$ cat src/rtl/alu_arbiter_if.sv
// Signal bundle for the shared-ALU arbiter: two requesters' request/response
// handshakes plus the operand/result path to the single ALU.
interface alu_arbiter_if;
   logic [1:0]  ReqValid;
   logic [1:0]  ReqReady;
   logic [63:0] ReqSrcA;
   logic [63:0] ReqSrcB;
   logic [5:0]  ReqALUControl;
   logic [1:0]  RspValid;
   logic [1:0]  RspReady;
   logic [31:0] RspResult;
   logic        RspZero;
   logic        RspErr;
   logic [31:0] SrcA;
   logic [31:0] SrcB;
   logic [2:0]  ALUControl;
   logic [31:0] ALUResult;
   logic        Zero;

   modport slave (
      input  ReqValid, ReqSrcA, ReqSrcB, ReqALUControl, RspReady, ALUResult, Zero,
      output ReqReady, RspValid, RspResult, RspZero, RspErr, SrcA, SrcB, ALUControl
   );

   modport master (
      output ReqValid, ReqSrcA, ReqSrcB, ReqALUControl, RspReady, ALUResult, Zero,
      input  ReqReady, RspValid, RspResult, RspZero, RspErr, SrcA, SrcB, ALUControl
   );
endinterface

$ cat src/rtl/alu_arbiter.sv
// Round-robin arbiter serialising two requesters onto one 32-bit ALU:
// accept -> one execute cycle -> held response until the winner consumes it.
module alu_arbiter #(
   parameter bit RESET_PRIO = 1'b0
) (
   input  logic         clk,
   input  logic         reset_n,
   alu_arbiter_if.slave bus
);
   typedef enum logic [1:0] {
      S_IDLE = 2'd0,
      S_EXEC = 2'd1,
      S_RESP = 2'd2
   } state_t;

   state_t      r_state;
   state_t      w_state_nxt;
   logic        r_grant;
   logic        r_prio;
   logic [31:0] r_src_a;
   logic [31:0] r_src_b;
   logic [2:0]  r_op;
   logic [31:0] r_result;
   logic        r_zero;
   logic        r_err;
   logic        w_winner;
   logic        w_win_valid;
   logic        w_accept;
   logic        w_rsp_done;
   logic        w_illegal;

   // Winner selection: the priority holder first, otherwise the other requester.
   always_comb begin
      w_winner    = r_prio;
      w_win_valid = 1'b0;
      if (bus.ReqValid[r_prio]) begin
         w_winner    = r_prio;
         w_win_valid = 1'b1;
      end else if (bus.ReqValid[~r_prio]) begin
         w_winner    = ~r_prio;
         w_win_valid = 1'b1;
      end else begin
         w_winner    = r_prio;
         w_win_valid = 1'b0;
      end
   end

   assign w_accept   = (r_state == S_IDLE) && w_win_valid;
   assign w_rsp_done = (r_state == S_RESP) && bus.RspReady[r_grant];
   assign w_illegal  = (r_op[2:1] == 2'b11);

   // Next-state logic for the accept/execute/respond sequence.
   always_comb begin
      w_state_nxt = r_state;
      case (r_state)
         S_IDLE: begin
            if (w_win_valid) w_state_nxt = S_EXEC;
            else             w_state_nxt = S_IDLE;
         end
         S_EXEC: w_state_nxt = S_RESP;
         S_RESP: begin
            if (bus.RspReady[r_grant]) w_state_nxt = S_IDLE;
            else                       w_state_nxt = S_RESP;
         end
         default: w_state_nxt = S_IDLE;
      endcase
   end

   // State register.
   always_ff @(posedge clk or negedge reset_n) begin
      if (!reset_n) r_state <= S_IDLE;
      else          r_state <= w_state_nxt;
   end

   // Operand register and grant load only when a request is accepted.
   always_ff @(posedge clk or negedge reset_n) begin
      if (!reset_n) begin
         r_grant <= 1'b0;
         r_src_a <= 32'd0;
         r_src_b <= 32'd0;
         r_op    <= 3'd0;
      end else if (w_accept) begin
         r_grant <= w_winner;
         r_src_a <= w_winner ? bus.ReqSrcA[63:32]      : bus.ReqSrcA[31:0];
         r_src_b <= w_winner ? bus.ReqSrcB[63:32]      : bus.ReqSrcB[31:0];
         r_op    <= w_winner ? bus.ReqALUControl[5:3]  : bus.ReqALUControl[2:0];
      end
   end

   // Priority passes to the other requester once a response completes.
   always_ff @(posedge clk or negedge reset_n) begin
      if (!reset_n)        r_prio <= RESET_PRIO;
      else if (w_rsp_done) r_prio <= ~r_grant;
   end

   // Result capture during the single execute cycle; illegal opcodes bypass the ALU.
   always_ff @(posedge clk or negedge reset_n) begin
      if (!reset_n) begin
         r_result <= 32'd0;
         r_zero   <= 1'b0;
         r_err    <= 1'b0;
      end else if (r_state == S_EXEC) begin
         if (w_illegal) begin
            r_result <= 32'd0;
            r_zero   <= 1'b1;
            r_err    <= 1'b1;
         end else begin
            r_result <= bus.ALUResult;
            r_zero   <= bus.Zero;
            r_err    <= 1'b0;
         end
      end
   end

   assign bus.ReqReady   = w_accept ? (2'b01 << w_winner) : 2'b00;
   assign bus.RspValid   = (r_state == S_RESP) ? (2'b01 << r_grant) : 2'b00;
   assign bus.RspResult  = r_result;
   assign bus.RspZero    = r_zero;
   assign bus.RspErr     = r_err;
   assign bus.SrcA       = r_src_a;
   assign bus.SrcB       = r_src_b;
   assign bus.ALUControl = r_op;
endmodule
$ cat src/flat_wrapper.sv
// flat-port wrapper written by rule: the top's interface ports become plain ports
module alu_arbiter_flat 
#(
   parameter bit RESET_PRIO = 1'b0
)
  (clk, reset_n, bus_ReqValid, bus_ReqSrcA, bus_ReqSrcB, bus_ReqALUControl, bus_RspReady, bus_ALUResult, bus_Zero, bus_ReqReady, bus_RspValid, bus_RspResult, bus_RspZero, bus_RspErr, bus_SrcA, bus_SrcB, bus_ALUControl);
  alu_arbiter_if bus_i ();
  input  logic clk;
  input  logic reset_n;
  input wire logic [$bits(bus_i.ReqValid)-1:0] bus_ReqValid;
  input wire logic [$bits(bus_i.ReqSrcA)-1:0] bus_ReqSrcA;
  input wire logic [$bits(bus_i.ReqSrcB)-1:0] bus_ReqSrcB;
  input wire logic [$bits(bus_i.ReqALUControl)-1:0] bus_ReqALUControl;
  input wire logic [$bits(bus_i.RspReady)-1:0] bus_RspReady;
  input wire logic [$bits(bus_i.ALUResult)-1:0] bus_ALUResult;
  input wire logic [$bits(bus_i.Zero)-1:0] bus_Zero;
  output wire logic [$bits(bus_i.ReqReady)-1:0] bus_ReqReady;
  output wire logic [$bits(bus_i.RspValid)-1:0] bus_RspValid;
  output wire logic [$bits(bus_i.RspResult)-1:0] bus_RspResult;
  output wire logic [$bits(bus_i.RspZero)-1:0] bus_RspZero;
  output wire logic [$bits(bus_i.RspErr)-1:0] bus_RspErr;
  output wire logic [$bits(bus_i.SrcA)-1:0] bus_SrcA;
  output wire logic [$bits(bus_i.SrcB)-1:0] bus_SrcB;
  output wire logic [$bits(bus_i.ALUControl)-1:0] bus_ALUControl;
  assign bus_i.ReqValid = bus_ReqValid;
  assign bus_i.ReqSrcA = bus_ReqSrcA;
  assign bus_i.ReqSrcB = bus_ReqSrcB;
  assign bus_i.ReqALUControl = bus_ReqALUControl;
  assign bus_i.RspReady = bus_RspReady;
  assign bus_i.ALUResult = bus_ALUResult;
  assign bus_i.Zero = bus_Zero;
  assign bus_ReqReady = bus_i.ReqReady;
  assign bus_RspValid = bus_i.RspValid;
  assign bus_RspResult = bus_i.RspResult;
  assign bus_RspZero = bus_i.RspZero;
  assign bus_RspErr = bus_i.RspErr;
  assign bus_SrcA = bus_i.SrcA;
  assign bus_SrcB = bus_i.SrcB;
  assign bus_ALUControl = bus_i.ALUControl;
  alu_arbiter #(.RESET_PRIO(RESET_PRIO)) u_core (.clk(clk), .reset_n(reset_n), .bus(bus_i));
endmodule
$ cat config.mk
export PLATFORM = sky130hd
export DESIGN_NAME = alu_arbiter_flat
export DESIGN_NICKNAME = d
export VERILOG_FILES = /design/src/rtl/alu_arbiter_if.sv /design/src/rtl/alu_arbiter.sv /design/src/flat_wrapper.sv
export SDC_FILE = /design/constraint.sdc
export NUM_CORES = 1
export LEC_CHECK = 0
export CAP_MARGIN = 40
export CORE_MARGIN = 3
export CORE_UTILIZATION = 23
export CTS_CLUSTER_DIAMETER = 100
export DETAILED_ROUTE_END_ITERATION = 6
export GPL_ROUTABILITY_DRIVEN = 1
export HOLD_SLACK_MARGIN = 0.15
export SYNTH_ARGS = -nofsm -noshare
export SYNTH_HDL_FRONTEND = slang
export SYNTH_SLANG_ARGS = --single-unit
$ cat constraint.sdc
create_clock -name clk -period 1.4 [get_ports clk]
set_input_delay 0.28 -clock clk [delete_from_list [all_inputs] [get_ports clk]]
set_output_delay 0.28 -clock clk [all_outputs]
set_load 0.01 [all_outputs]
==> results.md, run 1 <==
* Max Cap Violations at 0
* Total power at 16.4 mW
* PortBufs at 277
* Pwr dens at 2040 nW/µm²
* Endpoints failing setup at 97
* Fmax at 617 MHz
* WS Path Type: flop to flop
* Routed Antenna Nets at 0
* Initial core utilization at 23.5%
* Largest fanout on the critical path at 28
* DRT Pass-1 Iters at 4
* Io pins at 278
* Status: finished, violations left
* Initial drt markers at 217
* Area delta synth->final at 81.6%
* Final Cell Area at 8050 µm²
* Type of origin of the critical path: flop
* Critical Path, Cell by Cell: buf_6, or2_4, buf_12, o21a_1, a221o_1
* Critical path required time at 1.63 ns
* Synthesized area at 4430 µm²
* Worst slew margin at 77.4%
* Site Rows at 50
* Worst hold slack at 0.305 ns
* Detailed Route WL at 17.4 mm
* YS warnings at 0
* Die height at 145 µm
* Hpwl dp at 11.6 mm
* Slew of the pin with the lowest slew margin at 0.339 ns
* Flops & latches, synth at 105
* GP Congestion at 0.739
* Reg area at 2630 µm²
* Die width at 145 µm
* Gr usage total at 15.6%
* Worst Slack Setup Final at -0.220 ns
* Clock network fraction of total power at 14.8%
* FF-to-FF setup slack at -0.22 ns
* Root Buffer: clkbuf_16
* Internal power at 10.5 mW
* Power share of the combinational group at 52.9%
* Clock transition at path regs at 0.08 ns
* Post-synth top area share at 59.3%
* Via count at 4,195
* HP Class: primary input to async pin
* First-pass GRT wire length at 25.1 mm
* Floorplan core area at 18,800 µm²
* Commonest non-fill, non-tap cell in the layout: clkdlybuf4s50_1
* Num CTS Buffers at 9
* Fraction of layout cells with a size suffix above 1 at 10.5%
* Antenna violations before repair at 2
* Fin. Hold Viols at 0
* P_sw at 5.93 mW
* Area of the multi-input gates at 1640 µm²
* Max H-tree Level at 3
* Slowest CP cell: dfrtp_1
* Clk buf depth at 2
* Die area at 21,000 µm²
* RSZ-0062 raised after global routing: true
* TritonCTS clock tree: yes
* Vias/cell at 4.71
* Switching share of power at 36.2%
* Seq/Total Area, Yosys at 59.3%
* Drt wl/cell at 19.6 µm
* Netlist cell types at 20
* Syn Inst Count at 338
* Period utilization at 116%
* Syn Nets at 511
* FILL cells at 1,751
* Vias in the first global route at 4,426
* Worst vdd ir at 0.703 mV
* Post-DP Area at 7600 µm²
* Critical path arrival at 1.85 ns
* Top delay family on crit path: compound AO/OA/AOI/OAI gates
* R2R depth at 5
* Pin count of the biggest net entering global routing at 69
* Clk_lat worst skew at 0.35 ns
* Final nets at 798
* Most frequent cells in the layout: clkdlybuf4s50_1 (169), dfrtp_1 (105), dlygate4sd2_1 (103)
* Leading area contributor after synthesis: dfrtp_1
* Critical path buffer and inverter count at 2
* Failing checks: negative setup slack
* Lkg Pwr at 3.58 nW
* Post-Syn Area per Cell at 13.1 µm²
* CTS Sinks at 105
* Worst Clk Skew at 0.00883 ns
* Total gr overflow at 0
* Crit end category: flop
* Max incr delay on CP at 0.41 ns
* Critical Path Stages at 5
* Fin crit period at 1.62 ns
* Seq pwr share at 32.3%
* Synth area leaders: dfrtp_1 (59%), a221o_1 (15%), o21a_1 (11%), a22o_1 (6.3%), clkbuf_1 (1.8%)
* Slew Limit Fails at 0
* Residual DRC at 0
==> kinds of logic (layout without fill, tap and decap cells) <==
family	Yosys count	in the layout	synth area share, %
AOI/OAI and AO/OA	174	174	33.8
buffers and inverters	41	333	4.83
DFF	105	105	59.3
other	0	1	0
and+or+nand+nor	18	18	2.06
==> flip-flops by register name, summed over array words and instances (netlist names) <==
| signal | flops |
|---|---|
| u_core.r_grant | 1 |
| u_core.bus.RspErr | 1 |
| u_core.r_state | 2 |
| u_core.bus.ALUControl | 3 |
| u_core.r_prio | 1 |
| u_core.bus.RspZero | 1 |
| u_core.bus.SrcA | 32 |
| u_core.bus.RspResult | 32 |
| u_core.bus.SrcB | 32 |
==> through the flow <==
| step | setup TNS (ns) | setup slack (ns) | instances | util (%) |
|---|---|---|---|---|
| 3_5_place_dp | -45.14 | -0.666 | 858 | 40.4 |
| 3_3_place_gp | -44.15 | -0.674 | 858 | 40.4 |
| 5_1_grt | -19.92 | -0.273 | 891 | 42.7 |
| 6_report | -13.86 | -0.220 | 891 | 42.7 |
| 2_1_floorplan | -3.64 | -0.118 | 338 | - |
| 4_1_cts | -13.55 | -0.224 | 884 | 42.2 |
==> final timing paths <==
check / start / end
worst max-delay path: u_core.r_state[0]$_DFF_PN0_ / u_core.bus.SrcB[24]$_DFFE_PN0N_
worst min-delay path: reset_n / u_core.bus.SrcA[28]$_DFFE_PN0N_
worst max register to register: u_core.r_state[0]$_DFF_PN0_ / u_core.bus.SrcB[24]$_DFFE_PN0N_
worst min register to register: u_core.bus.RspResult[19]$_DFFE_PN0N_ / u_core.bus.RspResult[19]$_DFFE_PN0N_
max in group asynchronous: reset_n / u_core.r_state[1]$_DFF_PN0_
min in group clk: bus_Zero / u_core.bus.RspZero$_DFFE_PN0N_
==> layer usage <==
layer	track usage, %	wire, µm	vias to the layer above
met1	19.4	7180	2056
met2	26.2	8710	185
met3	3.22	1050	30
met5	0	13	-
met4	7.02	489	2
li1	-	-	1922
==> final cells by class <==
| class | count | area share (%) |
|---|---|---|
| flip-flops and latches | 105 | 32.6 |
| diodes | 1 | 0.0311 |
| multi-input cells | 192 | 20.4 |
| inverters | 3 | 0.140 |
| clock buffers | 11 | 2.89 |
| repair buffers | 314 | 39.3 |
| well taps | 260 | 4.04 |
| clock inverters | 5 | 0.498 |
==> power groups by stage <==
stage                     Clock, mW  Combinational (mW)  Sequential, mW
after global placement            0                8.71            5.31
after floorplan                   0                3.64            5.96
after detailed placement          0                8.85            5.36
after global routing           2.64                9.32            5.45
after CTS                      2.54                8.43            5.28
final                          2.43                8.66            5.28
==> timing repair <==
action / CTS / global route
endpoints found under the hold margin: 105 / 0
setup buffers: 6 / 3
hold buffers: 1 / 0
gates cloned: 3 / 3
pin swaps: 3 / 3
resized for setup: 143 / 8
endpoints found under the setup margin: 173 / 105
==> cells in the mapped netlist <==
library cell,number
o21a_1,67
buf_2,9
buf_4,1
a22o_1,32
dfrtp_1,105
or2_1,1
o21ai_0,4
a31oi_1,1
and3_1,3
nand2b_1,4
clkbuf_1,21
inv_1,3
and2b_1,1
a221o_1,67
nand2_1,1
nor2_1,8
buf_1,1
a21oi_1,2
a21oi_2,1
buf_6,6
(Power assumes the default switching activity.)
==> inputs of run 2 (changes only) <==
--- a/config.mk
+++ b/config.mk
@@ -5,13 +5,16 @@
 export SDC_FILE = /design/constraint.sdc
 export NUM_CORES = 1
 export LEC_CHECK = 0
+export ABC_AREA = 1
 export CAP_MARGIN = 40
 export CORE_MARGIN = 3
 export CORE_UTILIZATION = 23
 export CTS_CLUSTER_DIAMETER = 100
+export CTS_CLUSTER_SIZE = 20
 export DETAILED_ROUTE_END_ITERATION = 6
 export GPL_ROUTABILITY_DRIVEN = 1
 export HOLD_SLACK_MARGIN = 0.15
 export SYNTH_ARGS = -nofsm -noshare
 export SYNTH_HDL_FRONTEND = slang
 export SYNTH_SLANG_ARGS = --single-unit
+export TNS_END_PERCENT = 100
==> run 2 against run 1 <==
The flow still finishes with violations (negative setup slack). Critical endpoint is now bus_ReqReady[0]. Worst setup slack improved by 0.057 ns. Register-to-register slack improved by 0.18 ns. Count of clock-buffer cells in the layout decreased by 1.
==> results.md, run 2 <==
* CTS Sinks at 105
* PortBufs at 277
* Vias in the first global route at 5,762
* Most frequent cells after synthesis: nand2_1 (174), nand4_1 (134), dfrtp_1 (105)
* Period utilization at 112%
* Seq/Total Area, Yosys at 53.6%
* Site Rows at 52
* Status: finished, violations left
* Vias/cell at 4.93
* Max incr delay on CP at 0.44 ns
* Dpl ws at -0.332 ns
* Routed Antenna Nets at 0
* Max Cap Violations at 0
* Pin count of the biggest net entering global routing at 76
* Worst Slack Setup Final at -0.162 ns
* Die area at 23,100 µm²
* Worst slew margin at 53.8%
* Setup TNS at -0.944 ns
* Clock transition at path regs at 0.08 ns
* WS Path Type: flop to primary output
* Critical path arrival at 1.28 ns
* Post-Syn Area per Cell at 8.73 µm²
* First-pass GRT wire length at 33.2 mm
* Die width at 152 µm
* Failing checks: negative setup slack
* Fmax at 640 MHz
* Syn Nets at 735
* Worst vdd ir at 0.960 mV
* Syn Inst Count at 562
* Crit end category: primary output
* Clk_lat worst skew at 0.35 ns
* Top FF cell, synth: dfrtp_1
* Num CTS Buffers at 9
* Clk buf depth at 2
* Critical path required time at 1.12 ns
* Leading area contributor after synthesis: dfrtp_1
* Floorplan core area at 20,600 µm²
* Top-count cell post-synth: nand2_1
* Slowest CP cell: dfrtp_2
* Root Buffer: clkbuf_16
* Via count at 5,584
* Most frequent cells in the layout: clkdlybuf4s50_1 (169), nand4_1 (134), nand2_1 (113)
* Commonest non-fill, non-tap cell in the layout: clkdlybuf4s50_1
* Flops & latches, synth at 105
* TritonCTS clock tree: yes
* Netlist cell types at 17
* Die height at 152 µm
* Initial core utilization at 23.8%
* Antenna violations before repair at 2
* Post-synth top area share at 53.6%
* Residual DRC at 0
* Io pins at 278
* Drt wl/cell at 19.4 µm
* Total gr overflow at 0
* Initial drt markers at 268
* Synthesized area at 4900 µm²
* Max H-tree Level at 3
* Synth area leaders: dfrtp_1 (54%), nand4_1 (17%), nand2_1 (13%), nand3_1 (6.9%), buf_2 (2.8%)
* Fraction of layout cells with a size suffix above 1 at 24.4%
* Detailed Route WL at 22.0 mm
* Fin. Hold Viols at 0
* Lkg Pwr at 4.60 nW
* RSZ-0062 raised after global routing: true
* Post-synth EDFFs at 0
* Post-DP Area at 7910 µm²
* Final Cell Area at 9530 µm²
* Final nets at 1,029
* Total power at 20.4 mW
* GP Congestion at 0.770
* Type of origin of the critical path: flop
* Largest fanout on the critical path at 4
* Worst Clk Skew at 0.0119 ns
* Final Core Density at 46.3%
* DRT Pass-1 Iters at 5
* HP Class: primary input to flop
* Area delta synth->final at 94.3%
* Gr usage total at 17.8%
* Asr flop ratio synth at 100%
* Pwr dens at 2140 nW/µm²
* Critical Path, Cell by Cell: nor2_4, and3_4, buf_6
* Slew of the pin with the lowest slew margin at 0.693 ns
* Slew Limit Fails at 0
* Endpoints failing setup at 40
* Hpwl dp at 13.5 mm
* YS warnings at 0
* Fin crit period at 1.56 ns
## run 2: cell count changes in the layout (fill, tap and decap cells not counted), moves of 5 or more
cell and change:
a221o_1 -67, nand3_1 +21, nand3_2 +47, clkbuf_16 +6, clkdlybuf4s15_1 +5, dlygate4sd2_1 -7, nand2_2 +15, buf_4 +5
a22o_1 -32, nand2_4 +49, nand4_1 +134, o21a_1 -67, nand2_1 +112
## run 2: report_power, final
| group | internal [mW] | switching (mW) | total, mW |
|---|---|---|---|
| Clock | 1.28 | 1.25 | 2.53 |
| Combinational | 6.11 | 6.13 | 12.2 |
| Sequential | 4.52 | 1.14 | 5.66 |
| Total | 11.9 | 8.52 | 20.4 |
## run 2: per-stage QoR
stage / hold slack, ns / instances
after floorplan: -0.0156 / 562
after global placement: 0.341 / 1076
after detailed placement: 0.345 / 1076
after CTS: 0.442 / 1122
after global routing: 0.461 / 1132
final: 0.456 / 1133
## run 2: logic make-up (layout without fill, tap and decap cells)
group,Yosys count,after routing,synth area share [%]
buf+inv,66,364,7.27
simple gates,389,389,38.7
other cells,0,2,0
compound gates,2,3,0.434
flops,105,105,53.6
## run 2: cell type report
class	instances	area, µm²
multi-input cells	392	2600
clock buffers	10	239
fillers	1962	11000
inverters	8	40.0
clock inverters	6	48.8
diodes	2	5.00
well taps	270	338
repair buffers	340	3630
flip-flops and latches	105	2630
## run 2: worst max-delay path: cells and delay by family, from the launching register on
kind	cells	cell delay [ns]
AND/OR/NAND/NOR	2	0.39
buffers and inverters	1	0.11
flip-flops	1	0.44
## run 2: path summary, 6_finish.rpt
check	cells past startpoint	start	slack (ns)	end
min	3	bus_ALUResult[29]	0.46	u_core.bus.RspResult[29]$_DFFE_PN0N_
min in group asynchronous	3	reset_n	0.52	u_core.bus.SrcB[27]$_DFFE_PN0N_
max in group asynchronous	3	reset_n	0.49	u_core.bus.SrcA[14]$_DFFE_PN0N_
min reg2reg	2	u_core.bus.RspResult[7]$_DFFE_PN0N_	0.48	u_core.bus.RspResult[7]$_DFFE_PN0N_
max	3	u_core.r_state[0]$_DFF_PN0_	-0.16	bus_ReqReady[0]
max reg2reg	7	u_core.r_state[0]$_DFF_PN0_	-0.04	u_core.bus.ALUControl[1]$_DFFE_PN0N_
## run 2: repair_timing
item	in CTS	in global routing
resized for setup	285	64
endpoints found under the hold margin	105	0
gates cloned	11	9
buffers inserted	18	9
pin swaps	9	16
endpoints found under the setup margin	173	112
hold buffers	1	0
## run 2: metal layers
metal / part of all wire, % / vias to the layer above / GRT usage (%)
met3: 7.4 / 28 / 5.46
met1: 42 / 2696 / 22.9
met5: 0.059 / - / 0
li1: - / 2597 / -
met2: 48 / 261 / 29.2
met4: 2.3 / 2 / 5.01
